<file path="src/rtl/mux_scan_sampler_if.sv">
// Signal bundle between the PUF cell array / readout logic and mux_scan_sampler.
// master drives channel inputs and scan controls; slave is the sampler itself.
interface mux_scan_sampler_if #(
  parameter int N_CH  = 16,
  parameter int SEL_W = $clog2(N_CH)
);
  logic [N_CH-1:0]  din;
  logic             start;
  logic             abort;
  logic             manual_en;
  logic [SEL_W-1:0] manual_sel;
  logic [SEL_W-1:0] mux_sel;
  logic             mux_out;
  logic             busy;
  logic             sample_valid;
  logic [SEL_W-1:0] sample_ch;
  logic             sample_bit;
  logic [N_CH-1:0]  resp;
  logic             done;

  modport master (
    output din, start, abort, manual_en, manual_sel,
    input  mux_sel, mux_out, busy, sample_valid, sample_ch, sample_bit, resp, done
  );

  modport slave (
    input  din, start, abort, manual_en, manual_sel,
    output mux_sel, mux_out, busy, sample_valid, sample_ch, sample_bit, resp, done
  );
endinterface

</file>
<file path="src/rtl/mux_scan_sampler.sv">
// N-channel registered selector with a scan sequencer that sweeps all channels into resp.
// Optional macro MUX_SCAN_MAJORITY_EN: 3-read 2-of-3 majority capture per channel.
module mux_scan_sampler #(
  parameter int N_CH   = 16,
  parameter int SEL_W  = $clog2(N_CH),
  parameter int SETTLE = 4
) (
  input logic               clk,
  input logic               rst,
  mux_scan_sampler_if.slave bus
);

  localparam logic [1:0] S_IDLE   = 2'd0;
  localparam logic [1:0] S_SETTLE = 2'd1;
  localparam logic [1:0] S_SAMPLE = 2'd2;
  localparam logic [1:0] S_DONE   = 2'd3;

  localparam int               CNT_W    = (SETTLE > 1) ? $clog2(SETTLE) : 1;
  localparam logic [CNT_W-1:0] CNT_LOAD = CNT_W'(SETTLE - 1);
  localparam logic [SEL_W-1:0] LAST_CH  = SEL_W'(N_CH - 1);

  logic [1:0]       state_q, state_d;
  logic [SEL_W-1:0] cur_ch_q, cur_ch_d;
  logic [CNT_W-1:0] cnt_q, cnt_d;
  logic [N_CH-1:0]  resp_q, resp_d;
  logic             busy_q, done_q, sample_valid_q, sample_bit_q, mux_out_q;
  logic [SEL_W-1:0] sample_ch_q;
  logic [SEL_W-1:0] mux_sel;
  logic             cap_en, cap_bit, din_cur, abort_hit;
`ifdef MUX_SCAN_MAJORITY_EN
  logic [1:0]       vote_idx_q, vote_idx_d;
  logic [1:0]       votes_q, votes_d;
`endif

  assign din_cur   = bus.din[cur_ch_q];
  assign abort_hit = bus.abort && (state_q != S_IDLE);

  always_comb begin
    mux_sel = '0;
    if (busy_q) begin
      mux_sel = cur_ch_q;
    end else if (state_q == S_IDLE && bus.manual_en) begin
      mux_sel = bus.manual_sel;
    end
  end

  always_comb begin
    state_d  = state_q;
    cur_ch_d = cur_ch_q;
    cnt_d    = cnt_q;
    resp_d   = resp_q;
    cap_en   = 1'b0;
    cap_bit  = din_cur;
`ifdef MUX_SCAN_MAJORITY_EN
    vote_idx_d = vote_idx_q;
    votes_d    = votes_q;
`endif
    case (state_q)
      S_IDLE: begin
        if (bus.start && !bus.manual_en) begin
          state_d  = S_SETTLE;
          cur_ch_d = '0;
          cnt_d    = CNT_LOAD;
          resp_d   = '0;
        end
      end
      S_SETTLE: begin
        if (cnt_q == '0) begin
          state_d = S_SAMPLE;
`ifdef MUX_SCAN_MAJORITY_EN
          vote_idx_d = 2'd0;
`endif
        end else begin
          cnt_d = cnt_q - 1'b1;
        end
      end
      S_SAMPLE: begin
`ifdef MUX_SCAN_MAJORITY_EN
        // First two reads are stored as votes; the third read resolves the majority.
        if (vote_idx_q != 2'd2) begin
          votes_d[vote_idx_q[0]] = din_cur;
          vote_idx_d             = vote_idx_q + 2'd1;
        end else begin
          cap_en  = 1'b1;
          cap_bit = (votes_q[0] & votes_q[1]) | (votes_q[0] & din_cur) | (votes_q[1] & din_cur);
        end
`else
        cap_en = 1'b1;
`endif
        if (cap_en) begin
          resp_d[cur_ch_q] = cap_bit;
          if (cur_ch_q == LAST_CH) begin
            state_d = S_DONE;
          end else begin
            state_d  = S_SETTLE;
            cur_ch_d = cur_ch_q + 1'b1;
            cnt_d    = CNT_LOAD;
          end
        end
      end
      default: begin
        state_d = S_IDLE;
      end
    endcase
    // Abort wins over any capture in the same cycle; partial resp is kept.
    if (abort_hit) begin
      state_d = S_IDLE;
      cap_en  = 1'b0;
      resp_d  = resp_q;
    end
  end

  always_ff @(posedge clk) begin
    if (rst) begin
      state_q        <= S_IDLE;
      cur_ch_q       <= '0;
      cnt_q          <= '0;
      resp_q         <= '0;
      busy_q         <= 1'b0;
      done_q         <= 1'b0;
      sample_valid_q <= 1'b0;
      sample_ch_q    <= '0;
      sample_bit_q   <= 1'b0;
      mux_out_q      <= 1'b0;
`ifdef MUX_SCAN_MAJORITY_EN
      vote_idx_q     <= '0;
      votes_q        <= '0;
`endif
    end else begin
      state_q        <= state_d;
      cur_ch_q       <= cur_ch_d;
      cnt_q          <= cnt_d;
      resp_q         <= resp_d;
      busy_q         <= !abort_hit && (state_q == S_SETTLE || state_q == S_SAMPLE);
      done_q         <= !abort_hit && (state_q == S_DONE);
      sample_valid_q <= cap_en;
      if (cap_en) begin
        sample_ch_q  <= cur_ch_q;
        sample_bit_q <= cap_bit;
      end
      mux_out_q      <= (int'(mux_sel) < N_CH) ? bus.din[mux_sel] : 1'b0;
`ifdef MUX_SCAN_MAJORITY_EN
      vote_idx_q     <= vote_idx_d;
      votes_q        <= votes_d;
`endif
    end
  end

  assign bus.mux_sel      = mux_sel;
  assign bus.mux_out      = mux_out_q;
  assign bus.busy         = busy_q;
  assign bus.sample_valid = sample_valid_q;
  assign bus.sample_ch    = sample_ch_q;
  assign bus.sample_bit   = sample_bit_q;
  assign bus.resp         = resp_q;
  assign bus.done         = done_q;

endmodule

</file>
<file path="src/flat_wrapper.sv">
// flat-port wrapper written by rule: the top's interface ports become plain ports
module mux_scan_sampler_flat 
#(
  parameter int N_CH   = 16,
  parameter int SEL_W  = $clog2(N_CH),
  parameter int SETTLE = 4
)
  (clk, rst, bus_din, bus_start, bus_abort, bus_manual_en, bus_manual_sel, bus_mux_sel, bus_mux_out, bus_busy, bus_sample_valid, bus_sample_ch, bus_sample_bit, bus_resp, bus_done);
  mux_scan_sampler_if #(.N_CH(N_CH), .SEL_W(SEL_W)) bus_i ();
  input logic clk;
  input logic rst;
  input wire logic [$bits(bus_i.din)-1:0] bus_din;
  input wire logic [$bits(bus_i.start)-1:0] bus_start;
  input wire logic [$bits(bus_i.abort)-1:0] bus_abort;
  input wire logic [$bits(bus_i.manual_en)-1:0] bus_manual_en;
  input wire logic [$bits(bus_i.manual_sel)-1:0] bus_manual_sel;
  output wire logic [$bits(bus_i.mux_sel)-1:0] bus_mux_sel;
  output wire logic [$bits(bus_i.mux_out)-1:0] bus_mux_out;
  output wire logic [$bits(bus_i.busy)-1:0] bus_busy;
  output wire logic [$bits(bus_i.sample_valid)-1:0] bus_sample_valid;
  output wire logic [$bits(bus_i.sample_ch)-1:0] bus_sample_ch;
  output wire logic [$bits(bus_i.sample_bit)-1:0] bus_sample_bit;
  output wire logic [$bits(bus_i.resp)-1:0] bus_resp;
  output wire logic [$bits(bus_i.done)-1:0] bus_done;
  assign bus_i.din = bus_din;
  assign bus_i.start = bus_start;
  assign bus_i.abort = bus_abort;
  assign bus_i.manual_en = bus_manual_en;
  assign bus_i.manual_sel = bus_manual_sel;
  assign bus_mux_sel = bus_i.mux_sel;
  assign bus_mux_out = bus_i.mux_out;
  assign bus_busy = bus_i.busy;
  assign bus_sample_valid = bus_i.sample_valid;
  assign bus_sample_ch = bus_i.sample_ch;
  assign bus_sample_bit = bus_i.sample_bit;
  assign bus_resp = bus_i.resp;
  assign bus_done = bus_i.done;
  mux_scan_sampler #(.N_CH(N_CH), .SEL_W(SEL_W), .SETTLE(SETTLE)) u_core (.clk(clk), .rst(rst), .bus(bus_i));
endmodule
</file>
<file path="config.mk">
export PLATFORM = sky130hd
export DESIGN_NAME = mux_scan_sampler_flat
export DESIGN_NICKNAME = d
export VERILOG_FILES = /design/src/rtl/mux_scan_sampler_if.sv /design/src/rtl/mux_scan_sampler.sv /design/src/flat_wrapper.sv
export SDC_FILE = /design/constraint.sdc
export NUM_CORES = 1
export LEC_CHECK = 0
export ABC_AREA = 1
export BUFFER_PORTS_ARGS = -buffer_cell sky130_fd_sc_hd__buf_4
export CAP_MARGIN = 40
export CORE_UTILIZATION = 52
export CTS_CLUSTER_SIZE = 40
export DETAILED_ROUTE_END_ITERATION = 8
export PLACE_DENSITY = 0.89
export SYNTH_ARGS = -nofsm -noshare
export SYNTH_HDL_FRONTEND = slang
export SYNTH_SLANG_ARGS = --single-unit
</file>
<file path="constraint.sdc">
create_clock -name clk -period 2.4 [get_ports clk]
set_clock_uncertainty 0.1 [all_clocks]
set_input_delay 0.24 -clock clk [delete_from_list [all_inputs] [get_ports clk]]
set_output_delay 0.24 -clock clk [all_outputs]
set_load 0.01 [all_outputs]
</file>
==> results.toml <==
[status]
status = "complete, no violations"

[timing]
finalCritPeriodShare_pct = 92.9
maxSlewViolCount = 0
layout_setup_ws_ps = 171
setup_viol = 0
slew_headroom_pct = 65.4
tns_ps = 0
worst_slew_pin_slew_ps = 514
max_freq_mhz = 449
holdWs_ps = 77.0
finalCriticalPeriod_ps = 2230
finalHoldViolCount = 0
rsz0062_at_grt = "false"

[power_and_ir_drop]
peakVddDrop_uv = 674
pwr-share-seq_pct = 33.2
p_comb_share_pct = 41.9
power.total_mw = 2.16
pwr-share-clk_pct = 25.0
power.internal_mw = 1.31
leakagePower_nw = 1.22
swShare_pct = 39.4
p_switching_mw = 0.853
powerDensity_nw_per_um2 = 869

[clock_network]
clock_path_buffers = 2
hold_buffers = 0
cts_made_buffers = 5
cts_sinks = 33
tritoncts = "done"
clockRootBuffer = "clkbuf_8"
htreeDepth = 2
clkSlewWorstSetupHoldPaths_ps = 70
cts_setup_buffers = 0
insertion_delay_ps = 290
cts_resized = 0

[synthesis]
ys_warn_count = 0
seq_area_frac_synth_pct = 33.7
synthAdderAreaFrac_pct = 6.39
synth_top_family_by_area = "simple AND/OR/NAND/NOR gates"
yosysMostFrequentCell = "nand2_1"
synth_mux_area_share_pct = 0
synth_compound_area_share_pct = 21.5
synth_top_area_share_pct = 33.7
yosys.area.top_type = "dfxtp_1"
synthSimpleGateAreaFrac_pct = 27.3
synth_area_um2 = 1960
syn_nets = 318
netlist_instances = 283
synth_cell_type_count = 27
yosys-top-cells-count = "nand2_1 (55), inv_1 (38), dfxtp_1 (33)"
synth-xor-area-share_pct = 0
synth_area_leaders = "dfxtp_1 (34%), nand2_1 (11%), inv_1 (7.3%)"
ys_seq_elements = 33
async_flop_share_pct = 0
synth_edf_count = 0
avgSynthCellArea_um2 = 6.92
ys.flop_type = "dfxtp_1"

[final_layout]
final_area_um2 = 2490
nets = 373
drive_above_1_share_pct = 22.7
stdcell_count = 385
area_growth_pct = 27.1
n_antenna_cell = 0
utilization_pct = 71.8

[grt]
grt-ovfl-total = 0
grt_pass1_wl_mm = 8.21
grt_use_total_pct = 25.5
antenna_found_initial = 0
grt_max_degree = 17
grt_pass1_vias = 1882

[floorplanning]
rows = 21
chipWidth_um = 63.4
core-area_um2 = 3470
dieArea_um2 = 4020
ioPinCount = 54
initial_utilization_pct = 56.5
fp.dieH_um = 63.4

[critical_path]
critPathMaxFanout = 9
cp.required_ps = 2060
crit_type = "flip-flop to output port"
startpoint_type = "flip-flop"
worst_ep_arrival_time_ps = 1890
critPathCaptureType = "output port"

[job]
maxCapViolations = 0

[placement]
dp_cells = 377
hpwl_mm = 3.66
place_congestion = 0.907
pre_cts_slack_ps = 305
io_buffers = 53
place_area_um2 = 2370

[worst_hold_path]
min_path_type = "input pin to flip-flop"

[routing]
vias = 2025
drtIter0Drc = 179
dr.pass1.iters = 4
avgRoutedWirePerCell_um = 12.7
drc_errors = 0
via_per_inst = 5.26
totalWireLength_mm = 4.88
antenna_left = 0
-- flip-flops by register name, indices dropped and copies added (netlist names) --
| register | flops |
|---|---|
| u_core.bus.busy | 1 |
| u_core.bus.done | 1 |
| u_core.bus.mux_out | 1 |
| u_core.bus.resp | 16 |
| u_core.bus.sample_bit | 1 |
| u_core.bus.sample_ch | 4 |
| u_core.bus.sample_valid | 1 |
| u_core.cnt_q | 2 |
| u_core.cur_ch_q | 4 |
| u_core.state_q | 2 |
-- kinds of logic (layout without fill, tap and decap cells) --
group                    count (synthesis)  count (layout)
AO/OA/AOI/OAI                           72              72
adder cells (fa/ha/maj)                 10              10
buffers and inverters                   50             106
flip-flops                              33              33
AND/OR/NAND/NOR                        118             118
-- critical path, cell delays in order (launching register included) --
cell	delay, ps
dfxtp_1	420
inv_1	100
ha_1	250
nand2_1	140
inv_1	100
nand2_2	170
nand2_1	210
buf_4	200
-- cell type report --
| type | count | area, µm² |
|---|---|---|
| fillers | 295 | 977 |
| clock buffers | 7 | 86.3 |
| well taps | 46 | 57.6 |
| multi-input cells | 200 | 1080 |
| flip-flops and latches | 33 | 661 |
| repair buffers | 55 | 413 |
| clock inverters | 1 | 30.0 |
| inverters | 43 | 161 |
-- per-layer routing --
| metal | up-vias | routed length [µm] | global-route usage (%) | share of wire, % |
|---|---|---|---|---|
| li1 | 1046 | - | - | - |
| met1 | 900 | 2130 | 32.0 | 44 |
| met2 | 70 | 2340 | 42.3 | 48 |
| met3 | 9 | 340 | 5.80 | 7.0 |
| met4 | 0 | 63 | 9.09 | 1.3 |
| met5 | - | 0 | 0 | 0 |
-- worst paths after layout --
kind / start / end / slack (ps) / cells past startpoint
setup reg to reg: u_core.state_q[0]$_SDFFE_PP0P_ / u_core.cur_ch_q[3]$_SDFFE_PP0P_ / 250 / 11
hold / removal: rst / u_core.bus.busy$_SDFF_PP0_ / 80 / 2
hold reg to reg: u_core.cnt_q[0]$_SDFFE_PP0P_ / u_core.cnt_q[0]$_SDFFE_PP0P_ / 370 / 1
setup / recovery: u_core.state_q[0]$_SDFFE_PP0P_ / bus_mux_sel[0] / 170 / 7
-- power by group through the flow --
stage                     sequential [mW]  combinational (mW)  clock, mW
final                               0.718               0.906      0.541
after floorplan                     0.721               0.646          0
after global routing                0.732                1.01      0.576
after detailed placement            0.727               0.898          0
after global placement              0.723               0.877          0
after CTS                           0.717               0.904      0.547
-- layout by cell type, fill, tap and decap left out, drive strengths merged, types with 2 or more instances in the layout --
cell type  count
nand3         23
nor3           5
nand4          2
nand3b         3
nand2         62
o21ai         23
o21bai        12
ha            10
nor3b          2
a31oi         16
o211ai         2
nor2          20
a21oi         18
buf           55
clkbuf         7
dfxtp         33
inv           43
Power figures use the tool's default switching activity.
